[src/rtl/scan_mux_n.sv]
// Time-multiplexed N-channel scanner for the clock display path: dwells DWELL cycles per enabled channel.
// Optional anti-ghosting blanking of the first output cycle of each dwell when SCAN_MUX_BLANK_EN is defined.
module scan_mux_n #(
    parameter int WIDTH    = 6,
    parameter int CHANNELS = 8,
    parameter int DWELL    = 1000,
    parameter int SEL_W    = $clog2(CHANNELS)
) (
    input  logic                      clk,
    input  logic                      reset,
    input  logic                      en,
    input  logic [CHANNELS-1:0]       ch_mask,
    input  logic [CHANNELS*WIDTH-1:0] data_in,
    output logic [SEL_W-1:0]          sel,
    output logic [WIDTH-1:0]          f,
    output logic [CHANNELS-1:0]       sel_onehot,
    output logic                      valid,
    output logic                      frame_done
);

    localparam int CNT_W = $clog2(DWELL);

    logic [SEL_W-1:0]    sel_r;
    logic [CNT_W-1:0]    cnt_r;
    logic [WIDTH-1:0]    f_r;
    logic [CHANNELS-1:0] onehot_r;
    logic                valid_r;
    logic                frame_done_r;

    logic [SEL_W-1:0]    next_idx_s;
    logic                wrap_s;
    logic                cur_on_s;
    logic                dwell_end_s;
    logic                any_on_s;
    logic                blank_s;
    logic                load_s;

    // Next enabled channel above sel_r with wrap; smallest upward distance wins, falls back to sel_r.
    always_comb begin
        int sum;
        int cand;
        sum        = 0;
        cand       = 0;
        next_idx_s = sel_r;
        for (int k = CHANNELS - 1; k >= 1; k--) begin
            sum        = int'(sel_r) + k;
            cand       = (sum >= CHANNELS) ? (sum - CHANNELS) : sum;
            next_idx_s = ch_mask[cand] ? SEL_W'(cand) : next_idx_s;
        end
    end

    // Scan control terms and the output-load qualifier for the current (pre-update) channel.
    always_comb begin
        cur_on_s    = ch_mask[sel_r];
        any_on_s    = |ch_mask;
        dwell_end_s = (cnt_r == CNT_W'(DWELL - 1));
        wrap_s      = (next_idx_s <= sel_r);
`ifdef SCAN_MUX_BLANK_EN
        blank_s     = (cnt_r == {CNT_W{1'b0}});
`else
        blank_s     = 1'b0;
`endif
        load_s      = cur_on_s && !blank_s;
    end

    // Dwell counter, channel index and frame pulse; a disabled current channel is left immediately.
    always_ff @(posedge clk or posedge reset) begin
        if (reset) begin
            sel_r        <= {SEL_W{1'b0}};
            cnt_r        <= {CNT_W{1'b0}};
            frame_done_r <= 1'b0;
        end else if (!en) begin
            frame_done_r <= 1'b0;
        end else if (!any_on_s) begin
            cnt_r        <= {CNT_W{1'b0}};
            frame_done_r <= 1'b0;
        end else if (!cur_on_s || dwell_end_s) begin
            sel_r        <= next_idx_s;
            cnt_r        <= {CNT_W{1'b0}};
            frame_done_r <= wrap_s;
        end else begin
            cnt_r        <= cnt_r + CNT_W'(1);
            frame_done_r <= 1'b0;
        end
    end

    // Output registers follow the pre-update channel every edge, independent of en.
    always_ff @(posedge clk or posedge reset) begin
        if (reset) begin
            f_r      <= {WIDTH{1'b0}};
            onehot_r <= {CHANNELS{1'b0}};
            valid_r  <= 1'b0;
        end else if (load_s) begin
            f_r      <= data_in[int'(sel_r)*WIDTH +: WIDTH];
            onehot_r <= CHANNELS'(1) << sel_r;
            valid_r  <= 1'b1;
        end else begin
            f_r      <= {WIDTH{1'b0}};
            onehot_r <= {CHANNELS{1'b0}};
            valid_r  <= 1'b0;
        end
    end

    assign sel        = sel_r;
    assign f          = f_r;
    assign sel_onehot = onehot_r;
    assign valid      = valid_r;
    assign frame_done = frame_done_r;

endmodule

[config.mk]
export PLATFORM = sky130hd
export DESIGN_NAME = scan_mux_n
export DESIGN_NICKNAME = d
export VERILOG_FILES = /design/src/rtl/scan_mux_n.sv
export SDC_FILE = /design/constraint.sdc
export NUM_CORES = 1
export LEC_CHECK = 0
export CORE_UTILIZATION = 25
export CTS_BUF_LIST = sky130_fd_sc_hd__clkbuf_16
export DETAILED_ROUTE_END_ITERATION = 10
export GPL_TIMING_DRIVEN = 1
export HOLD_SLACK_MARGIN = 0.08
export PLACE_DENSITY = 0.62
export SLEW_MARGIN = 20
export SYNTH_ARGS = -nofsm -noshare
export SYNTH_HDL_FRONTEND = slang
export SYNTH_SLANG_ARGS = --single-unit
[constraint.sdc]
create_clock -name clk -period 3.5 [get_ports clk]
set_input_delay 0.525 -clock clk [delete_from_list [all_inputs] [get_ports clk]]
set_output_delay 0.525 -clock clk [all_outputs]
set_load 0.1 [all_outputs]
==> impl_metrics.tcl, run 1 <==
set metrics [dict create \
    tightest_slew_ns 0.994 \
    setup_ws_ns 0.258 \
    remaining_drc_errors 0 \
    critical_path.startpoint "sel[0]$_DFFE_PP0P_" \
    p_seq_share_pct 14.2 \
    ys_warn_count 0 \
    final_cell_mix "clkdlybuf4s50_1 (74), nand2_1 (34), dfrtp_1 (26)" \
    diodes 0 \
    port_buffers 77 \
    critPathCapture "frame_done$_DFF_PP0_" \
    avgViaCountPerCell 4.85 \
    cts_buffers 5 \
    fin_crit_ns 3.24 \
    cts.clk_slew.worst_paths_ns 0.05 \
    via_count 2230 \
    pin_count 78 \
    finalHoldViolations 0 \
    die_h_um 101 \
    wl_per_cell_um 14.9 \
    status "complete, no violations" \
    p_int_w 0.00185 \
    max_freq_mhz 308 \
    fin_cells 460 \
    critPathKind "flip-flop to flip-flop" \
    fin_nets 400 \
    gr-usage-all-layers_pct 14.5 \
    start_util_pct 26.2 \
    p_leak_nw 1.49 \
    swShare_pct 51.6 \
    areaGrowthSynthToFinish_pct 44.4 \
    crit_chain "inv_4 -> ha_4 -> mux2_4 -> a31o_2 -> or4_4 -> o21a_1 -> nor3_2 -> o31ai_1 -> ha_1 -> a21o_1 -> a21oi_1 -> a31oi_1 -> nor2_1" \
    crit_path_max_incr_delay_ns 0.51 \
    grt_first_pass_wirelength_um 11500 \
    p_per_area_nw_per_um2 1080 \
    fillCellCount 951 \
    overflow 0 \
    drt_iter0_drc 57 \
    rrSetupSlack_ns 0.26 \
    clkPwrFrac_pct 10.3 \
    final_common_cell "clkdlybuf4s50_1" \
    ir_worst_vdd_mv 0.382 \
    die_w_um 101 \
    syn_area_um2 2460 \
    die-area_um2 10200 \
    relSlewSlack_pct 33.5 \
    synth_cell_types 47 \
    rr_worst_depth 13 \
    syn_nets 320 \
    hold_class "input pin to async pin" \
    min_period_over_period_pct 92.6 \
    hold_buffers 0 \
    critPathLaunchType "flip-flop" \
    p_switching_w 0.00197 \
    finalMaxSlewViolations 0 \
    routed_wl_um 6870 \
    slowest_stage "dfrtp_4" \
    r2r-end "frame_done$_DFF_PP0_" \
    synthCells 250 \
    end_kind "flip-flop" \
    core-area_um2 9370 \
    crit_required_ns 3.70 \
    synth_seq_cells 29 \
    finalClockSkew_ns 0.00497 \
    htree_levels 2 \
    globalplace.congestion 0.898 \
    cts_setup_buffers 0 \
    clock_latency_ns 0.27 \
    place_ws_ns 0.135 \
    rsz0062_at_grt "no" \
    first_global_vias 2289 \
    cap_violations 0 \
    cts.sinks 29 \
    cts_root_buffer "clkbuf_16" \
    grt_max_degree 18 \
    synth_seq_area_share_pct 29.5 \
    r2r-start "sel[0]$_DFFE_PP0P_" \
    setup_tns_ns 0 \
    grt_antenna_before_repair 0 \
    finalSetupViolCount 0 \
    tritoncts "done" \
    layout-drive-gt1-share_pct 16.6 \
    crit_fanout 16 \
    placementRows 35 \
    comb_power_share_pct 75.5 \
    dp.cells 452 \
    ant_nets 0 \
    cts_resized 0 \
    dr.pass1.iters 5 \
    power.total_w 0.00382 \
    dp_hpwl_um 5410 \
    avgSynthCellArea_um2 9.83 \
    clockBufferDepth 2 \
    worstPathArrival_ns 3.44 \
]
## power groups by stage
stage / logic, W / registers [W] / clock network, W
2_1_floorplan: 0.00177 / 0.00106 / 0
3_3_place_gp: 0.00283 / 0.000548 / 0
3_5_place_dp: 0.00286 / 0.000552 / 0
4_1_cts: 0.00287 / 0.000547 / 0.000402
5_1_grt: 0.00312 / 0.000557 / 0.000419
6_report: 0.00288 / 0.000542 / 0.000393
## synthesized netlist by cell type, drive strengths merged
cell	instances	area [um2]
nand2	34	128
dfrtp	29	726
mux4	20	454
inv	15	56.3
o21ai	15	75.1
mux2i	14	140
a21oi	12	60.1
ha	11	138
buf	9	60.1
and3	8	50.1
nor2	8	30.0
nand3	7	35.0
nor3	7	40.0
clkbuf	6	22.5
mux2	5	56.3
o22ai	5	31.3
nand2b	4	25.0
o31ai	4	30.0
xnor2	4	35.0
a21boi	3	22.5
a31oi	3	18.8
nor2b	3	18.8
o211ai	3	22.5
nor4	2	12.5
o21bai	2	15.0
or3	2	12.5
a211oi	1	7.51
a21o	1	7.51
a221o	1	11.3
a22oi	1	7.51
a2bb2oi	1	8.76
a311oi	1	8.76
a31o	1	8.76
and2	1	6.26
nand3b	1	20.0
nand4bb	1	11.3
o21a	1	7.51
o22a	1	8.76
o41ai	1	8.76
or4	1	11.3
xor2	1	8.76
## how the worst min path moves through the flow
stage	start	endpoint	slack (ns)	cells past startpoint
CTS	reset	valid$_DFF_PP0_	0.43	2
floorplan	cnt_r[4]$_DFFE_PP0P_	cnt_r[4]$_DFFE_PP0P_	0.47	1
detailed placement	cnt_r[0]$_DFFE_PP0P_	cnt_r[0]$_DFFE_PP0P_	0.50	1
global route	reset	valid$_DFF_PP0_	0.45	2
finish	reset	f[3]$_DFF_PP0_	0.43	2
global placement	cnt_r[0]$_DFFE_PP0P_	cnt_r[0]$_DFFE_PP0P_	0.49	1
## cells by family after synthesis
group / share of synthesized area (%)
simple gates: 16.3
xor+xnor: 1.78
flops: 29.5
mux: 26.5
compound gates: 14.7
fa+ha+maj: 5.60
buf+inv: 5.65
## stage by stage
| step | hold slack [ns] | utilization (%) | cell area, um2 |
|---|---|---|---|
| global route | 0.452 | 37.9 | 3550 |
| floorplan | 0.465 | - | 2520 |
| detailed placement | 0.500 | 36.4 | 3410 |
| global placement | 0.491 | 36.4 | 3410 |
| CTS | 0.435 | 37.8 | 3550 |
| finish | 0.430 | 37.9 | 3550 |
## routing by layer
layer	GRT usage (%)	up-vias	share of wire [%]
li1	-	1092	-
met4	4.68	0	1.4
met3	2.14	9	3.0
met2	25.3	45	51
met5	0	-	0
met1	18.3	1084	45
## state kept, by name, summed over array words and instances (netlist names)
signal      flops
cnt_r          10
f               6
frame_done      1
sel             3
sel_onehot      8
valid           1
## worst max-delay path: cells and delay by family (launching register included)
family                   cells  cell delay, ns
AO/OA/AOI/OAI                6            0.82
adder cells (fa/ha/maj)      2            0.73
buffers and inverters        1            0.09
flip-flops                   1            0.51
multiplexers                 1            0.33
AND/OR/NAND/NOR              3            0.67
## area by class of cell
| type | count | area, um2 | area share [%] |
|---|---|---|---|
| clock inverters | 3 | 11.3 | 0.317 |
| clock buffers | 5 | 125 | 3.53 |
| well taps | 129 | 161 | 4.55 |
| repair buffers | 88 | 846 | 23.8 |
| inverters | 15 | 58.8 | 1.66 |
| multi-input cells | 191 | 1610 | 45.4 |
| flip-flops and latches | 29 | 734 | 20.7 |
(Power assumes the default switching activity.)
==> run 2, diff against run 1 <==
Settings changed: SKIP_LAST_GASP set to 1.
==> results of run 2 <==
Same layout as run 1: the final DEF is identical, and so are final timing and power.
==> run 3, diff against run 2 <==
Settings changed: CORE_MARGIN set to 1, CTS_BUF_LIST sky130_fd_sc_hd__clkbuf_16 to unset, PLACE_DENSITY 0.62 to unset, PLACE_DENSITY_LB_ADDON set to 0.08.
==> run 3 against run 2 <==
Total power fell by 1.2%. Clock-buffer cell count up 2. Global-route usage up 0.55 points. Clock power fell by 22%. Worst setup slack got worse by 0.013 ns. Via count grew 1.7%. Maximum frequency is 0.41% lower. Die area did not move. Sequential cell count unchanged. Critical path type unchanged. Critical endpoint unchanged. Largest cell class unchanged. Largest power group unchanged.
==> impl_metrics.tcl, run 3 (synthesis gave the netlist of run 1 again) <==
set metrics [dict create \
    overflow 0 \
    wl_per_cell_um 15.8 \
    crit_required_ns 3.71 \
    cap_violations 0 \
    largest_reg_flops 10 \
    final_common_cell "clkdlybuf4s50_1" \
    critPathKind "flip-flop to flip-flop" \
    worstPathArrival_ns 3.47 \
    cts.sinks 29 \
    critPathLaunchType "flip-flop" \
    finalHoldViolations 0 \
    drt_iter0_drc 131 \
    clockBufferDepth 2 \
    crit_chain "inv_4 -> ha_4 -> mux2_4 -> a31o_2 -> or4_4 -> o21a_1 -> nor3_2 -> o31ai_1 -> ha_1 -> a21o_1 -> a21oi_1 -> a31oi_1 -> nor2_1" \
    top_register "cnt_r" \
    final_area_um2 3530 \
    via_count 2269 \
    power.total_w 0.00377 \
    cts.clk_slew.worst_paths_ns 0.07 \
    remaining_drc_errors 0 \
    die_w_um 101 \
    fin_crit_ns 3.26 \
    slowest_stage "dfrtp_4" \
    globalplace.congestion 0.822 \
    first_global_vias 2240 \
    dr.pass1.iters 4 \
    fin_cells 462 \
    die_h_um 101 \
    hold_class "flip-flop to flip-flop" \
    finalClockSkew_ns 0.00939 \
    critPathTopFamily "compound AO/OA/AOI/OAI gates" \
    cts_setup_buffers 0 \
    p_per_area_nw_per_um2 1070 \
    die-area_um2 10200 \
    rsz0062_at_grt "no" \
    pin_count 78 \
    ant_nets 0 \
    port_buffers 77 \
    dp_hpwl_um 5840 \
    htree_levels 2 \
    routed_wl_um 7310 \
    final_cell_mix "clkdlybuf4s50_1 (74), nand2_1 (34), dfrtp_1 (26)" \
    areaGrowthSynthToFinish_pct 43.6 \
    tritoncts "done" \
    grt_antenna_before_repair 0 \
    placed_area_um2 3420 \
    p_leak_nw 1.48 \
    layout-drive-gt1-share_pct 17.7 \
    diodes 0 \
    grt_max_degree 22 \
    max_freq_mhz 307 \
    relSlewSlack_pct 31.5 \
    crit_fanout 16 \
    ir_worst_vdd_mv 0.359 \
    finalSetupViolCount 0 \
    setup_tns_ns 0 \
    clock_latency_ns 0.28 \
    start_util_pct 26.2 \
    rrSetupSlack_ns 0.24 \
    crit_path_max_incr_delay_ns 0.57 \
    end_kind "flip-flop" \
    grt_first_pass_wirelength_um 11800 \
    placementRows 35 \
    fin_nets 402 \
    cts_root_buffer "clkbuf_8" \
    tightest_slew_ns 1.02 \
    min_period_over_period_pct 93.0 \
    core-area_um2 9370 \
    dp.cells 454 \
    critPathBufInv 1 \
    cts_buffers 5 \
    finalMaxSlewViolations 0 \
    status "complete, no violations" \
    gr-usage-all-layers_pct 15.0 \
    avgViaCountPerCell 4.91 \
]
-- run 3: cell types whose count changed in the layout (fill, tap and decap cells not counted), sizes merged --
cell,previous run,this run
buf,14,16
inv,17,15
clkbuf,5,7
-- run 3: power breakdown --
group	total, W	switching, W	internal, W
clock network	0.000305	0.000128	0.000177
registers	0.000544	0.000105	0.000439
logic	0.00292	0.00175	0.00117
-- run 3: repair_timing --
action | CTS | global route
gates resized for setup | 0 | 1
hold buffers | 0 | 0
endpoints found under the setup margin | 0 | 1
-- run 3: path summary, 6_finish.rpt --
kind | startpoint | end | cells after the start
max in group asynchronous | reset | sel[0]$_DFFE_PP0P_ | 3
min in group asynchronous | reset | sel_onehot[0]$_DFF_PP0_ | 2
min reg2reg | cnt_r[0]$_DFFE_PP0P_ | cnt_r[0]$_DFFE_PP0P_ | 1
max reg2reg | sel[0]$_DFFE_PP0P_ | frame_done$_DFF_PP0_ | 13
min | cnt_r[0]$_DFFE_PP0P_ | cnt_r[0]$_DFFE_PP0P_ | 1
max | sel[0]$_DFFE_PP0P_ | frame_done$_DFF_PP0_ | 13
-- run 3: stage by stage --
stage               util [%]  hold WS, ns  worst slack, ns
floorplan                  -        0.465           0.0727
CTS                     37.6        0.508            0.195
finish                  37.7        0.505            0.245
detailed placement      36.5        0.499            0.187
global route            37.7        0.526           0.0475
global placement        36.5        0.496            0.157
-- run 3: cell type report --
class,count,area (um2)
Fill cell,977,5840
Clock inverter,1,5.00
Clock buffer,7,96.3
Sequential cell,29,734
Tap cell,129,161
Inverter,15,58.8
Timing Repair Buffer,90,865
Multi-Input combinational cell,191,1610
-- run 3: metal layers --
| metal | wire length, um | track usage (%) |
|---|---|---|
| met5 | 0 | 0 |
| met4 | 144 | 5.46 |
| met3 | 168 | 1.10 |
| met2 | 3700 | 26.4 |
| met1 | 3300 | 19.4 |
